==> config.mk <==
export PLATFORM = sky130hd
export DESIGN_NAME = alu_pipe
export DESIGN_NICKNAME = d
export VERILOG_FILES = /design/src/rtl/alu_pkg.sv /design/src/rtl/alu_mul_seq.sv /design/src/rtl/alu_pipe.sv
export SDC_FILE = /design/constraint.sdc
export NUM_CORES = 1
export LEC_CHECK = 0
export CELL_PAD_IN_SITES_DETAIL_PLACEMENT = 0
export CELL_PAD_IN_SITES_GLOBAL_PLACEMENT = 1
export CORE_MARGIN = 5
export CORE_UTILIZATION = 49
export DETAILED_ROUTE_END_ITERATION = 10
export PLACE_DENSITY = 0.84
export SKIP_CTS_REPAIR_TIMING = 1
export SLEW_MARGIN = 20
export SYNTH_ARGS = -nofsm -noshare
export SYNTH_HDL_FRONTEND = slang
export SYNTH_SLANG_ARGS = --single-unit
==> constraint.sdc <==
create_clock -name clk_i -period 5.24 [get_ports clk_i]
set_clock_uncertainty 0.2 [all_clocks]
set_input_delay 0.524 -clock clk_i [delete_from_list [all_inputs] [get_ports clk_i]]
set_output_delay 0.524 -clock clk_i [all_outputs]
set_load 0.1 [all_outputs]
==> src/rtl/alu_pkg.sv <==
// Shared encodings for the pipelined ALU: opcodes, FSM states, flag bit positions.
package alu_pkg;

  localparam logic [2:0] OP_ADD = 3'd0;
  localparam logic [2:0] OP_SUB = 3'd1;
  localparam logic [2:0] OP_AND = 3'd2;
  localparam logic [2:0] OP_OR  = 3'd3;
  localparam logic [2:0] OP_XOR = 3'd4;
  localparam logic [2:0] OP_SHL = 3'd5;
  localparam logic [2:0] OP_SHR = 3'd6;
  localparam logic [2:0] OP_MUL = 3'd7;

  typedef enum logic [1:0] {
    ST_IDLE = 2'd0,
    ST_BUSY = 2'd1,
    ST_DONE = 2'd2
  } state_t;

  // flags_o = {zero, negative, carry, overflow}
  localparam int FLG_Z = 3;
  localparam int FLG_N = 2;
  localparam int FLG_C = 1;
  localparam int FLG_V = 0;

endpackage

==> src/rtl/alu_mul_seq.sv <==
// Unsigned shift-add multiplier, one partial product per cycle.
// done is a combinational pulse during the final step and prod carries the
// value the accumulator takes on that step, so the owner can latch it on the
// same edge.
module alu_mul_seq #(
  parameter int WIDTH = 8
) (
  input  logic               clk_i,
  input  logic               rst_ni,
  input  logic               start,
  input  logic [WIDTH-1:0]   a,
  input  logic [WIDTH-1:0]   b,
  output logic               done,
  output logic [2*WIDTH-1:0] prod
);

  localparam int CW = $clog2(WIDTH + 1);

  logic [CW-1:0]        cnt;
  logic [2*WIDTH-1:0]   acc;
  logic [2*WIDTH-1:0]   mcand;
  logic [WIDTH-1:0]     mplier;
  logic [2*WIDTH-1:0]   acc_nxt;

  assign acc_nxt = acc + (mplier[0] ? mcand : '0);
  assign done    = (cnt == CW'(1));
  assign prod    = acc_nxt;

  // Load operands on start, then add-and-shift once per cycle until count hits zero.
  always_ff @(posedge clk_i or negedge rst_ni) begin
    if (!rst_ni) begin
      cnt    <= '0;
      acc    <= '0;
      mcand  <= '0;
      mplier <= '0;
    end else if (start) begin
      cnt    <= CW'(WIDTH);
      acc    <= '0;
      mcand  <= {{WIDTH{1'b0}}, a};
      mplier <= b;
    end else if (cnt != '0) begin
      cnt    <= cnt - CW'(1);
      acc    <= acc_nxt;
      mcand  <= mcand << 1;
      mplier <= mplier >> 1;
    end
  end

endmodule

==> src/rtl/alu_pipe.sv <==
// Registered ALU with valid/ready handshakes, status flags and a multi-cycle
// multiply on opcode 7. One operation in flight at a time; a result handoff
// and a new acceptance can share an edge, giving one result per cycle for
// single-cycle ops.
module alu_pipe
  import alu_pkg::*;
#(
  parameter int WIDTH = 8
) (
  input  logic             clk_i,
  input  logic             rst_ni,
  input  logic             in_valid_i,
  output logic             in_ready_o,
  input  logic [WIDTH-1:0] a_i,
  input  logic [WIDTH-1:0] b_i,
  input  logic [2:0]       op_i,
  output logic             out_valid_o,
  input  logic             out_ready_i,
  output logic [WIDTH-1:0] res_o,
  output logic [3:0]       flags_o,
  output logic             busy_o
);

  localparam int SHW = $clog2(WIDTH);

  state_t               state;
  logic                 accept;
  logic                 mul_start;
  logic                 mul_done;
  logic [2*WIDTH-1:0]   mul_prod;
  logic [WIDTH:0]       sum;
  logic [WIDTH:0]       diff;
  logic [SHW-1:0]       shamt;
  logic [WIDTH-1:0]     alu_res;
  logic                 alu_c;
  logic                 alu_v;

  assign in_ready_o  = rst_ni && ((state == ST_IDLE) || (state == ST_DONE && out_ready_i));
  assign accept      = in_valid_i && in_ready_o;
  assign mul_start   = accept && (op_i == OP_MUL);
  assign out_valid_o = (state == ST_DONE);
  assign busy_o      = (state == ST_BUSY);

  assign sum   = {1'b0, a_i} + {1'b0, b_i};
  assign diff  = {1'b0, a_i} - {1'b0, b_i};
  assign shamt = b_i[SHW-1:0];

  function automatic logic [3:0] mk_flags(input logic [WIDTH-1:0] r, input logic c,
                                          input logic v);
    logic [3:0] f;
    f        = '0;
    f[FLG_Z] = (r == '0);
    f[FLG_N] = r[WIDTH-1];
    f[FLG_C] = c;
    f[FLG_V] = v;
    return f;
  endfunction

  // Single-cycle datapath for ops 0-6; carry/overflow only meaningful for ADD/SUB.
  always_comb begin
    alu_res = '0;
    alu_c   = 1'b0;
    alu_v   = 1'b0;
    case (op_i)
      OP_ADD: begin
        alu_res = sum[WIDTH-1:0];
        alu_c   = sum[WIDTH];
        alu_v   = (a_i[WIDTH-1] == b_i[WIDTH-1]) && (sum[WIDTH-1] != a_i[WIDTH-1]);
      end
      OP_SUB: begin
        alu_res = diff[WIDTH-1:0];
        alu_c   = diff[WIDTH];
        alu_v   = (a_i[WIDTH-1] != b_i[WIDTH-1]) && (diff[WIDTH-1] != a_i[WIDTH-1]);
      end
      OP_AND:  alu_res = a_i & b_i;
      OP_OR:   alu_res = a_i | b_i;
      OP_XOR:  alu_res = a_i ^ b_i;
      OP_SHL:  alu_res = a_i << shamt;
      OP_SHR:  alu_res = a_i >> shamt;
      default: alu_res = '0;
    endcase
  end

  alu_mul_seq #(.WIDTH(WIDTH)) u_mul (
    .clk_i  (clk_i),
    .rst_ni (rst_ni),
    .start  (mul_start),
    .a      (a_i),
    .b      (b_i),
    .done   (mul_done),
    .prod   (mul_prod)
  );

  // Control FSM with registered result/flags; a new acceptance takes priority
  // over a plain handoff so DONE can chain straight into the next op.
  always_ff @(posedge clk_i or negedge rst_ni) begin
    if (!rst_ni) begin
      state   <= ST_IDLE;
      res_o   <= '0;
      flags_o <= '0;
    end else if (accept) begin
      if (op_i == OP_MUL) begin
        state <= ST_BUSY;
      end else begin
        state   <= ST_DONE;
        res_o   <= alu_res;
        flags_o <= mk_flags(alu_res, alu_c, alu_v);
      end
    end else if (state == ST_BUSY && mul_done) begin
      state   <= ST_DONE;
      res_o   <= mul_prod[WIDTH-1:0];
      flags_o <= mk_flags(mul_prod[WIDTH-1:0], |mul_prod[2*WIDTH-1:WIDTH], 1'b0);
    end else if (state == ST_DONE && out_ready_i) begin
      state <= ST_IDLE;
    end
  end

endmodule
Word level (Yosys, flattened, before mapping)
Cells that the tools add are included.

operators by class
  $add $sub $neg = 4
  equality and inequality tests = 15
  shift-type cells = 2
  muxes and demuxes = 22
  bitwise gates (word level) = 3
  reduce and logical (&&, ||, !) cells = 18

operators with widths
  cell                                                                   count
  16-bit 2-to-1 mux                                                      5
  8-bit one-hot mux with 7 select lines                                  1
  8-bit 2-to-1 mux                                                       5
  4-bit 2-to-1 mux                                                       5
  16-bit adder                                                           1
  8-bit logical NOT                                                      2
  3-bit equality test, second input constant                             4
  8-bit by 8-bit adder with 9-bit output                                 1
  8-bit by 8-bit subtractor with 9-bit output                            1
  8-bit AND                                                              1
  2-bit 2-to-1 mux                                                       4
  8-bit bitwise OR                                                       1
  8-bit OR reduction                                                     1
  8-bit by 3-bit left shift with 8-bit output                            1
  8-bit by 3-bit >> shifter with 8-bit output                            1
  8-bit bitwise XOR                                                      1
  1-bit logical AND                                                      7
  3-bit by 2-bit equality test with 1-bit output, second input constant  2
  4-bit by 1-bit equality test with 1-bit output, second input constant  1
  1-bit one-hot mux with 2 select lines                                  2
  2-bit nonzero test                                                     2
  4-bit nonzero test                                                     1
  4-bit by 1-bit subtractor with 4-bit output, second input constant     1
  3-bit by 1-bit equality test with 1-bit output, second input constant  1
  other kinds (10)                                                       12

storage, ports and cells
  bits in registers = 58
  input port bits = 23
  output and inout port bits = 15
  logic and storage cells = 71

Depth between registers and ports, before layout
Gate-level depths: netlist of the first run.

  depth after elaboration = 7
  gate-level depth with buffers = 11
  mapped depth without buffers = 10

By module
A second synthesis of the first run with hierarchy kept.

unflattened totals
  cell total of the unflattened synthesis = 618
  area total of the unflattened synthesis = 5,143.7 um2

modules (own cells, without submodules)
  module       instances  cells an instance  area an instance (um2)  seq. area each (um2)
  alu_mul_seq  1          307                2,735.1                 1,101.1
  alu_pipe     1          311                2,408.6                 325.3

Worst setup path after synthesis of the first run
No wires, ideal clock.

  path kind = flip-flop to flip-flop
  start point = reg state[0]
  end point = reg flags_o[3]
  library setup time = 66 ps
  data arrival time = 2,943 ps
  required time = 4,974 ps
  slack = 2,031 ps
  cell stages (with the launch flop) = 9
  path buffers = 1
  period minus slack after synthesis = 3,209 ps
  path through = dfrtp_1 > nor2b_1 > nand3_1 > a21o_1 > clkbuf_1 > nor3_1 > nand3b_1 > o31ai_1 > a31o_1

on the way
  elaborated cells between the ends (all ways) = 12
  those cells by class = eq/ne: 3; mux: 1; reduce/logical: 8

RTL lines
  what                                            RTL line         text
  start: declaration                              alu_pipe.sv:26   state_t state;
  start signal: assignment                        alu_pipe.sv:98   state <= ST_IDLE;
  start signal: assignment                        alu_pipe.sv:103  state <= ST_BUSY;
  start signal: assignment                        alu_pipe.sv:105  state <= ST_DONE;
  2-bit by 1-bit equality test with 1-bit output  --
  named net busy_o                                alu_pipe.sv:21   output logic busy_o
  1-bit logical AND                               alu_pipe.sv:109  end else if (state == ST_BUSY && mul_done) begin
  2-bit nonzero test (no source line)             --
  2-bit AND reduction (no source line)            --
  end signal: assignment                          alu_pipe.sv:107  flags_o <= mk_flags(alu_res, alu_c, alu_v);
  end signal: assignment                          alu_pipe.sv:112  flags_o <= mk_flags(mul_prod[WIDTH-1:0], |mul_prod[2*WIDTH-1:WIDTH], 1'b0);
  end: declaration                                alu_pipe.sv:20   output logic [3:0] flags_o,

The timed path passes the listed nets, and every way through them passes these cells.
A chain may end at the register's enable or synchronous reset.

Worst setup path in the final report of the first run
  start point = in b_i[1]
  end point = reg res_o[5]

on the way
  longest elaborated chain between the ends = 4
  elaborated cells between the ends (all ways) = 7
  those cells by class = add/sub: 2; shift: 2; mux: 3

ends and longest elaborated chain
  what                                                                 RTL line         text
  start: declaration                                                   alu_pipe.sv:15   input logic [WIDTH-1:0] b_i,
  8-bit by 8-bit subtractor with 9-bit output (tied with other cells)  alu_pipe.sv:45   assign diff = {1'b0, a_i} - {1'b0, b_i};
  8-bit one-hot mux with 7 select lines *                              alu_pipe.sv:64   case (op_i)
  8-bit 2-to-1 mux *                                                   alu_pipe.sv:102  if (op_i == OP_MUL) begin
  8-bit 2-to-1 mux *                                                   alu_pipe.sv:101  end else if (accept) begin
  end signal: assignment                                               alu_pipe.sv:106  res_o <= alu_res;
  end signal: assignment                                               alu_pipe.sv:111  res_o <= mul_prod[WIDTH-1:0];
  end: declaration                                                     alu_pipe.sv:19   output logic [WIDTH-1:0] res_o,

Every way passes the cells marked *; elsewhere a longest branch is shown, timed or not. The select of a mux whose other input is x is not followed.

==> impl_metrics.csv, run 1 <==
group,metric,value,unit
setup_path,cp-start-kind,"input port",
cts,cts_tree,"yes",
logic_synthesis,ys_seq_area_share,28.02,%
grt,overflow,0,
finish,drive_gt1_share,6.113,%
pwr,p_int,1.297,mW
sta,worst_slew_pin_slew,0.9857,ns
grt,grt_use_met1,32.34,%
pwr,switching_power,1.159,mW
routing,ant_nets,0,
logic_synthesis,async_flop_share,100.0,%
setup_path,crit_family,"compound AO/OA/AOI/OAI gates",
floorplan,die_h,111.9,µm
placed_design,port-buffer-count,37,
grt,grt_pass1_vias,4530,
routing,drtPass1Iterations,7,
setup_path,regToRegSetupSlack,1.90,ns
finish,diodes,0,
pwr,p_leak,2.572,nW
finish,n_fill_cell,977,
logic_synthesis,syn_inst,617,
grt,grt_antenna_before_repair,0,
status,outcome,"complete, no violations",
setup_path,crit_chain,"clkdlybuf4s50_1 -> inv_1 -> ha_1 -> o21bai_1 -> a221oi_1 -> a22oi_1 -> xnor2_1 -> a221oi_1 -> a211oi_1 -> a21o_1",
finish,syn_to_final_growth,12.51,%
sta,period_needed,3.648,ns
grt,grt_util_met3,3.152,%
cts,root_buffer,"clkbuf_8",
pwr,power_frac_comb,51.9,%
floorplan,rows,37,
hold_path,hold_path_class,"input port to asynchronous set/reset pin",
logic_synthesis,synth_nets,686,
cts,h-tree-depth,3,
job,drv_cap,0,
grt,busiest_layer,"met2",
finish,layout.nets,702,
pwr,seq_power_share,29.5,%
cts,cts_buffers,9,
grt,grtUsageTotal,23.66,%
pwr,swShare,47.18,%
finish,multi_input_area,0.003392,mm²
cts,clkLatencyLatePin,0.34,ns
grt,grt_pass1_wl,24220,µm
cts,path_clk_slew,0.07,ns
sta,hold_violations,0,
floorplan,initial_utilization,49.75,%
routing,drc_errors,0,
sta,finalSetupViolations,0,
grt,met2_usage,39.13,%
setup_path,max_stage_delay,1.03,ns
grt,grt_max_degree,58,
pwr,power_density,428.8,mW/mm²
setup_path,rr_worst_depth,10,
floorplan,ioPinCount,38,
floorplan,dieWidth,111.9,µm
routing,wl_per_cell,18.69,µm
routing,drt-initial-drc-count,317,
finish,final_cells,774,
setup_path,critPathBufInv,2,
pwr,ir_drop,0.0003607,V
setup_path,required,5.27,ns
setup_path,r2r-start,"u_mul.mplier[0]",
logic_synthesis,synth_seq_cells,57,
cts,cts.sinks,57,
routing,wl,14470,µm
logic_synthesis,ys_warn_count,0,
setup_path,end_kind,"flop",
cts,cts_buffer_depth,2,
finish,regArea,0.001426,mm²
routing,route.vias.total,4632,
setup_path,slowest_stage,"clkdlybuf4s50_1",
logic_synthesis,syn_area_per_cell,8.249,µm²
logic_synthesis,synth_cell_types,62,
pwr,pwr-share-clk,18.6,%
placed_design,dp_hpwl,10760,µm
sta,slew_violations,0,
sta,finalSetupTns,0,ns
setup_path,cp_common_cell,"a221oi_1",
floorplan,die_area,0.01253,mm²
logic_synthesis,synth_edf_count,0,
setup_path,crit_type,"input port to flop",
sta,rsz0062_at_grt,"false",
floorplan,coreArea,0.01023,mm²
setup_path,arrival,3.68,ns
logic_synthesis,syn_area,0.005090,mm²
setup_path,worstReg2RegEnd,"flags_o[1]",
sta,relSlewSlack,34.08,%
placed_design,gp_congestion,0.9127,
logic_synthesis,synthFlopType,"dfrtp_1",
placed_design,dpl.cell_count,758,
pwr,power.total,2.456,mW
routing,via_per_inst,5.984,
sta,fmax,0.2742,GHz
sta,fin_crit_sh,69.61,%
setup_path,critPathMaxFanout,23,
[synthesized netlist by cell type (4+ instances only)]
| library cell | number | area share (%) |
|---|---|---|
| nand2b_1 | 5 | 0.61 |
| a31oi_1 | 20 | 2.5 |
| nand2_1 | 86 | 6.3 |
| a22oi_1 | 5 | 0.74 |
| a21oi_1 | 43 | 4.2 |
| or3_1 | 4 | 0.49 |
| and3_1 | 4 | 0.49 |
| nor2b_1 | 6 | 0.74 |
| clkbuf_1 | 25 | 1.8 |
| and2_1 | 21 | 2.6 |
| a21o_1 | 9 | 1.3 |
| ha_1 | 43 | 11 |
| nand3b_1 | 6 | 0.88 |
| mux2i_1 | 10 | 2.0 |
| a221oi_1 | 4 | 0.69 |
| xnor2_1 | 16 | 2.8 |
| a211oi_1 | 15 | 2.2 |
| mux4_1 | 7 | 3.6 |
| inv_1 | 29 | 2.1 |
| nor2_1 | 56 | 4.1 |
| or2_2 | 6 | 0.74 |
| nor3_1 | 18 | 1.8 |
| dfrtp_1 | 57 | 28 |
| buf_2 | 9 | 0.88 |
| xor2_1 | 6 | 1.0 |
| nand3_1 | 24 | 2.4 |
| o21ai_0 | 18 | 1.8 |
[worst max-delay path by stage]
stage / from / to / slack [ns] / cells after the start
after CTS: b_i[1] / res_o[5] / 1.67 / 10
after detailed placement: b_i[1] / res_o[5] / 1.32 / 10
after floorplan: state[0] / flags_o[3] / 2.03 / 8
after global routing: b_i[1] / flags_o[2] / 1.48 / 10
final: b_i[1] / res_o[5] / 1.59 / 10
after global placement: b_i[1] / res_o[5] / 1.38 / 10
[layer usage]
metal  up-vias  share of wire [%]
met5         -                  0
met4         0                2.1
met1      2244                 46
met3        20                3.7
met2       121                 48
li1       2247                  -
[worst reg2reg max path, delay by kind of cell, from the launching register on]
family          cells  cell delay [ns]
mux                 1             0.14
flops               1             0.57
fa+ha+maj           2             0.65
compound gates      4             1.14
simple gates        3             0.57
[logic make-up (layout without fill, tap and decap cells)]
family                   after synthesis  after routing  share of synthesized area (%)
buffers and inverters                 68             89                          5.457
adder cells (fa/ha/maj)               46             46                          11.75
AO/OA/AOI/OAI                        158            158                          21.31
XOR/XNOR                              22             22                          3.786
flip-flops                            57             57                          28.02
AND/OR/NAND/NOR                      246            246                          22.76
multiplexers                          20             20                          6.908
[flip-flops by register name (all words and copies together) (netlist names)]
name and cells:
u_mul.acc 16, u_mul.mcand 16, u_mul.mplier 8, res_o 7, flags_o 4, u_mul.cnt 4, state 2
[final cells by class]
| class | count | area share (%) |
|---|---|---|
| multi-input cells | 492 | 59.23 |
| flip-flops and latches | 57 | 24.91 |
| repair buffers | 44 | 7.297 |
| well taps | 136 | 2.971 |
| clock buffers | 11 | 2.294 |
| inverters | 29 | 1.901 |
| clock inverters | 5 | 1.398 |
[stage by stage]
stage          hold WS, ns  cell area [µm²]  worst slack, ns  util, %
4_1_cts             0.1988             5727            1.673    55.97
3_3_place_gp        0.2687             5515            1.376    53.91
6_report            0.1689             5727            1.592    55.97
3_5_place_dp        0.2825             5515            1.323    53.91
2_1_floorplan      0.02841             5090            2.031        -
5_1_grt             0.2301             5727            1.483    55.97
[power groups by stage]
stage | clock network [mW] | logic (mW) | registers (mW)
after floorplan | 0 | 0.747 | 0.939
after global placement | 0 | 1.25 | 0.727
after detailed placement | 0 | 1.27 | 0.734
after CTS | 0.462 | 1.28 | 0.726
after global routing | 0.482 | 1.40 | 0.748
final | 0.456 | 1.27 | 0.725
[cells in the final DEF (no fill, tap or decap), types with 5 or more instances in the layout]
master / instances
a21o_1: 9
ha_1: 43
clkbuf_8: 9
nor2b_1: 6
a211oi_1: 15
nand3b_1: 6
nor2_1: 56
a22oi_1: 5
nand2_1: 86
buf_4: 7
clkdlybuf4s50_1: 36
nand3_1: 24
nand2b_1: 5
and2_1: 21
o21ai_0: 18
a31oi_1: 20
or2_2: 6
mux2i_1: 10
mux4_1: 7
nor3_1: 18
inv_1: 29
xnor2_1: 16
dfrtp_1: 57
a21oi_1: 43
xor2_1: 6
Note: power is estimated with default switching activity, not from simulation.
==> inputs of run 2 (changes only) <==
- CORE_UTILIZATION: 49 -> 41
- PLACE_DENSITY: 0.84 -> 0.75
- clock period: 5.24 -> 3.1 ns (I/O delays scaled with it)
==> run 2 against run 1 <==
The run now ends with hold timing left. First-iteration DRC count grew 57%. Routed wire length grew 6.7%. Combinational power grew 88%. Via count grew 2.1%. Non-clock buffer count grew 60. Global-route usage shrank 1.8 points. Power grew 89%. Hold slack lost 0.22 ns. Sequential cell count is the same. Final area grew 11%. Clock power grew 130%. Critical path type is now flop to flop. Largest cell class unchanged. Highest routed layer unchanged.
==> impl_metrics.csv, run 2 (same netlist as run 1, synthesis figures left out) <==
group,metric,value,unit
hold_path,hold_path_class,"input port to asynchronous set/reset pin",
pwr,switching_power,2.057,mW
setup_path,required,3.08,ns
sta,fin_hold_ws,-0.05320,ns
routing,drt-initial-drc-count,497,
pwr,swShare,44.24,%
routing,ant_nets,0,
sta,hold_violations,57,
setup_path,r2r-start,"u_mul.mplier[0]",
setup_path,slowest_stage,"dfrtp_1",
routing,route.vias.total,4730,
routing,via_per_inst,5.462,
setup_path,critPathBufInv,1,
sta,fmax,0.3345,GHz
setup_path,crit_family,"simple AND/OR/NAND/NOR gates",
cts,path_clk_slew,0.06,ns
finish,layout.nets,762,
cts,cts_buffers,9,
pwr,ir_drop,0.0003127,V
setup_path,regToRegSetupSlack,0.11,ns
floorplan,coreArea,0.01211,mm²
job,drv_cap,0,
grt,overflow,0,
placed_design,gp_congestion,0.8935,
setup_path,critPathMaxFanout,4,
floorplan,rows,40,
grt,grt_pass1_vias,4673,
floorplan,die_area,0.01474,mm²
sta,slew_violations,0,
finish,reg_top3,"u_mul.acc: 16 flops, u_mul.mcand: 16 flops, u_mul.mplier: 8 flops",
finish,layout_common_cells,"86 x nand2_1, 80 x buf_4, 57 x dfrtp_1",
sta,finalSetupViolations,0,
status,outcome,"finished, violations left",
sta,rsz0062_at_grt,"true",
setup_path,max_stage_delay,0.39,ns
grt,grt_pass1_wl,25610,µm
floorplan,dieWidth,121.4,µm
floorplan,die_h,121.4,µm
setup_path,rr_worst_depth,11,
cts,cts_buffer_depth,2,
pwr,pwr-share-clk,22.9,%
floorplan,ioPinCount,38,
routing,wl,15430,µm
pwr,p_int,2.593,mW
cts,root_buffer,"clkbuf_16",
sta,period_needed,2.990,ns
sta,fin_crit_sh,96.44,%
finish,utilization,52.56,%
finish,diodes,0,
pwr,seq_power_share,25.7,%
routing,wl_per_cell,17.82,µm
pwr,p_leak,2.958,nW
pwr,power_frac_comb,51.4,%
cts,cts.sinks,57,
floorplan,initial_utilization,42.02,%
placed_design,port-buffer-count,37,
sta,relSlewSlack,48.91,%
grt,grt_max_degree,58,
setup_path,worstReg2RegEnd,"flags_o[1]",
sta,finalSetupTns,0,ns
cts,h-tree-depth,3,
placed_design,dp_hpwl,11870,µm
setup_path,cp-start-kind,"flop",
placed_design,post_dp_cell_area,0.005981,mm²
finish,final_common_cell,"nand2_1",
pwr,power_density,730.4,mW/mm²
setup_path,crit_type,"flop to flop",
setup_path,arrival,2.97,ns
cts,cts_tree,"yes",
sta,worst_slew_pin_slew,0.7647,ns
routing,drc_errors,0,
grt,grt_antenna_before_repair,0,
finish,final_area,0.006366,mm²
finish,drive_gt1_share,17.77,%
setup_path,crit_chain,"and2_1 -> ha_1 -> fa_2 -> a21o_1 -> and4_4 -> o31ai_4 -> mux2i_1 -> a2111oi_2 -> buf_4 -> nor4_2 -> a31oi_1",
status,violations,"hold timing",
finish,syn_to_final_growth,25.07,%
setup_path,end_kind,"flop",
grt,grtUsageTotal,21.91,%
pwr,power.total,4.650,mW
routing,drtPass1Iterations,5,
cts,clkLatencyLatePin,0.33,ns
==> run 2: power groups by stage <==
stage               Clock, mW  Sequential [mW]  Combinational (mW)
finish                   1.07             1.20                2.39
global placement            0             1.19                2.32
global route             1.14             1.22                2.61
CTS                      1.08             1.19                2.36
detailed placement          0             1.21                2.34
floorplan                   0             1.59                1.26
==> run 2: worst max-delay path by stage <==
| stage | depth (start not counted) | slack (ns) | end | start |
|---|---|---|---|---|
| final | 11 | 0.11 | flags_o[1] | u_mul.mplier[0] |
| after detailed placement | 11 | -0.19 | flags_o[1] | a_i[0] |
| after floorplan | 10 | 0.24 | flags_o[1] | u_mul.mplier[0] |
| after CTS | 11 | -0.04 | flags_o[1] | u_mul.mplier[0] |
| after global placement | 11 | -0.1 | flags_o[3] | a_i[0] |
| after global routing | 11 | -0.03 | flags_o[1] | u_mul.mcand[0] |
==> run 2: worst register-to-register path: cells and delay by family, from the launching register on <==
kind / cells / cell delay [ns]
and+or+nand+nor: 3 / 0.66
muxes: 1 / 0.26
buffers and inverters: 1 / 0.16
adders and majority gates: 2 / 0.57
AOI/OAI and AO/OA: 4 / 0.61
DFF: 1 / 0.39
==> run 2: routing by layer <==
| layer | track usage [%] | part of all wire, % | vias to the layer above |
|---|---|---|---|
| li1 | - | - | 2372 |
| met1 | 30.14 | 47 | 2226 |
| met2 | 35.54 | 47 | 111 |
| met3 | 3.310 | 3.6 | 21 |
| met4 | 6.513 | 2.1 | 0 |
| met5 | 0 | 0 | - |
==> run 2: per-stage QoR <==
stage,hold slack [ns],setup slack (ns),cells
3_5_place_dp,0.2681,-0.1851,848
5_1_grt,0.03192,-0.02857,866
3_3_place_gp,0.2621,-0.09847,848
4_1_cts,-0.01801,-0.03694,864
2_1_floorplan,-0.1856,0.2433,617
6_report,-0.05320,0.1104,866
==> run 2: cell type report <==
| class | instances | area [µm²] |
|---|---|---|
| Multi-Input combinational cell | 492 | 3443 |
| Clock buffer | 11 | 242.7 |
| Inverter | 29 | 108.9 |
| Clock inverter | 5 | 78.83 |
| Timing Repair Buffer | 104 | 855.8 |
| Sequential cell | 57 | 1426 |
| Fill cell | 1179 | 5746 |
| Tap cell | 168 | 210.2 |
==> inputs of run 3 (changes only) <==
- CAP_MARGIN: unset -> 40
==> results of run 3 <==
The final DEF is identical to that of run 2; final timing and power are the same.
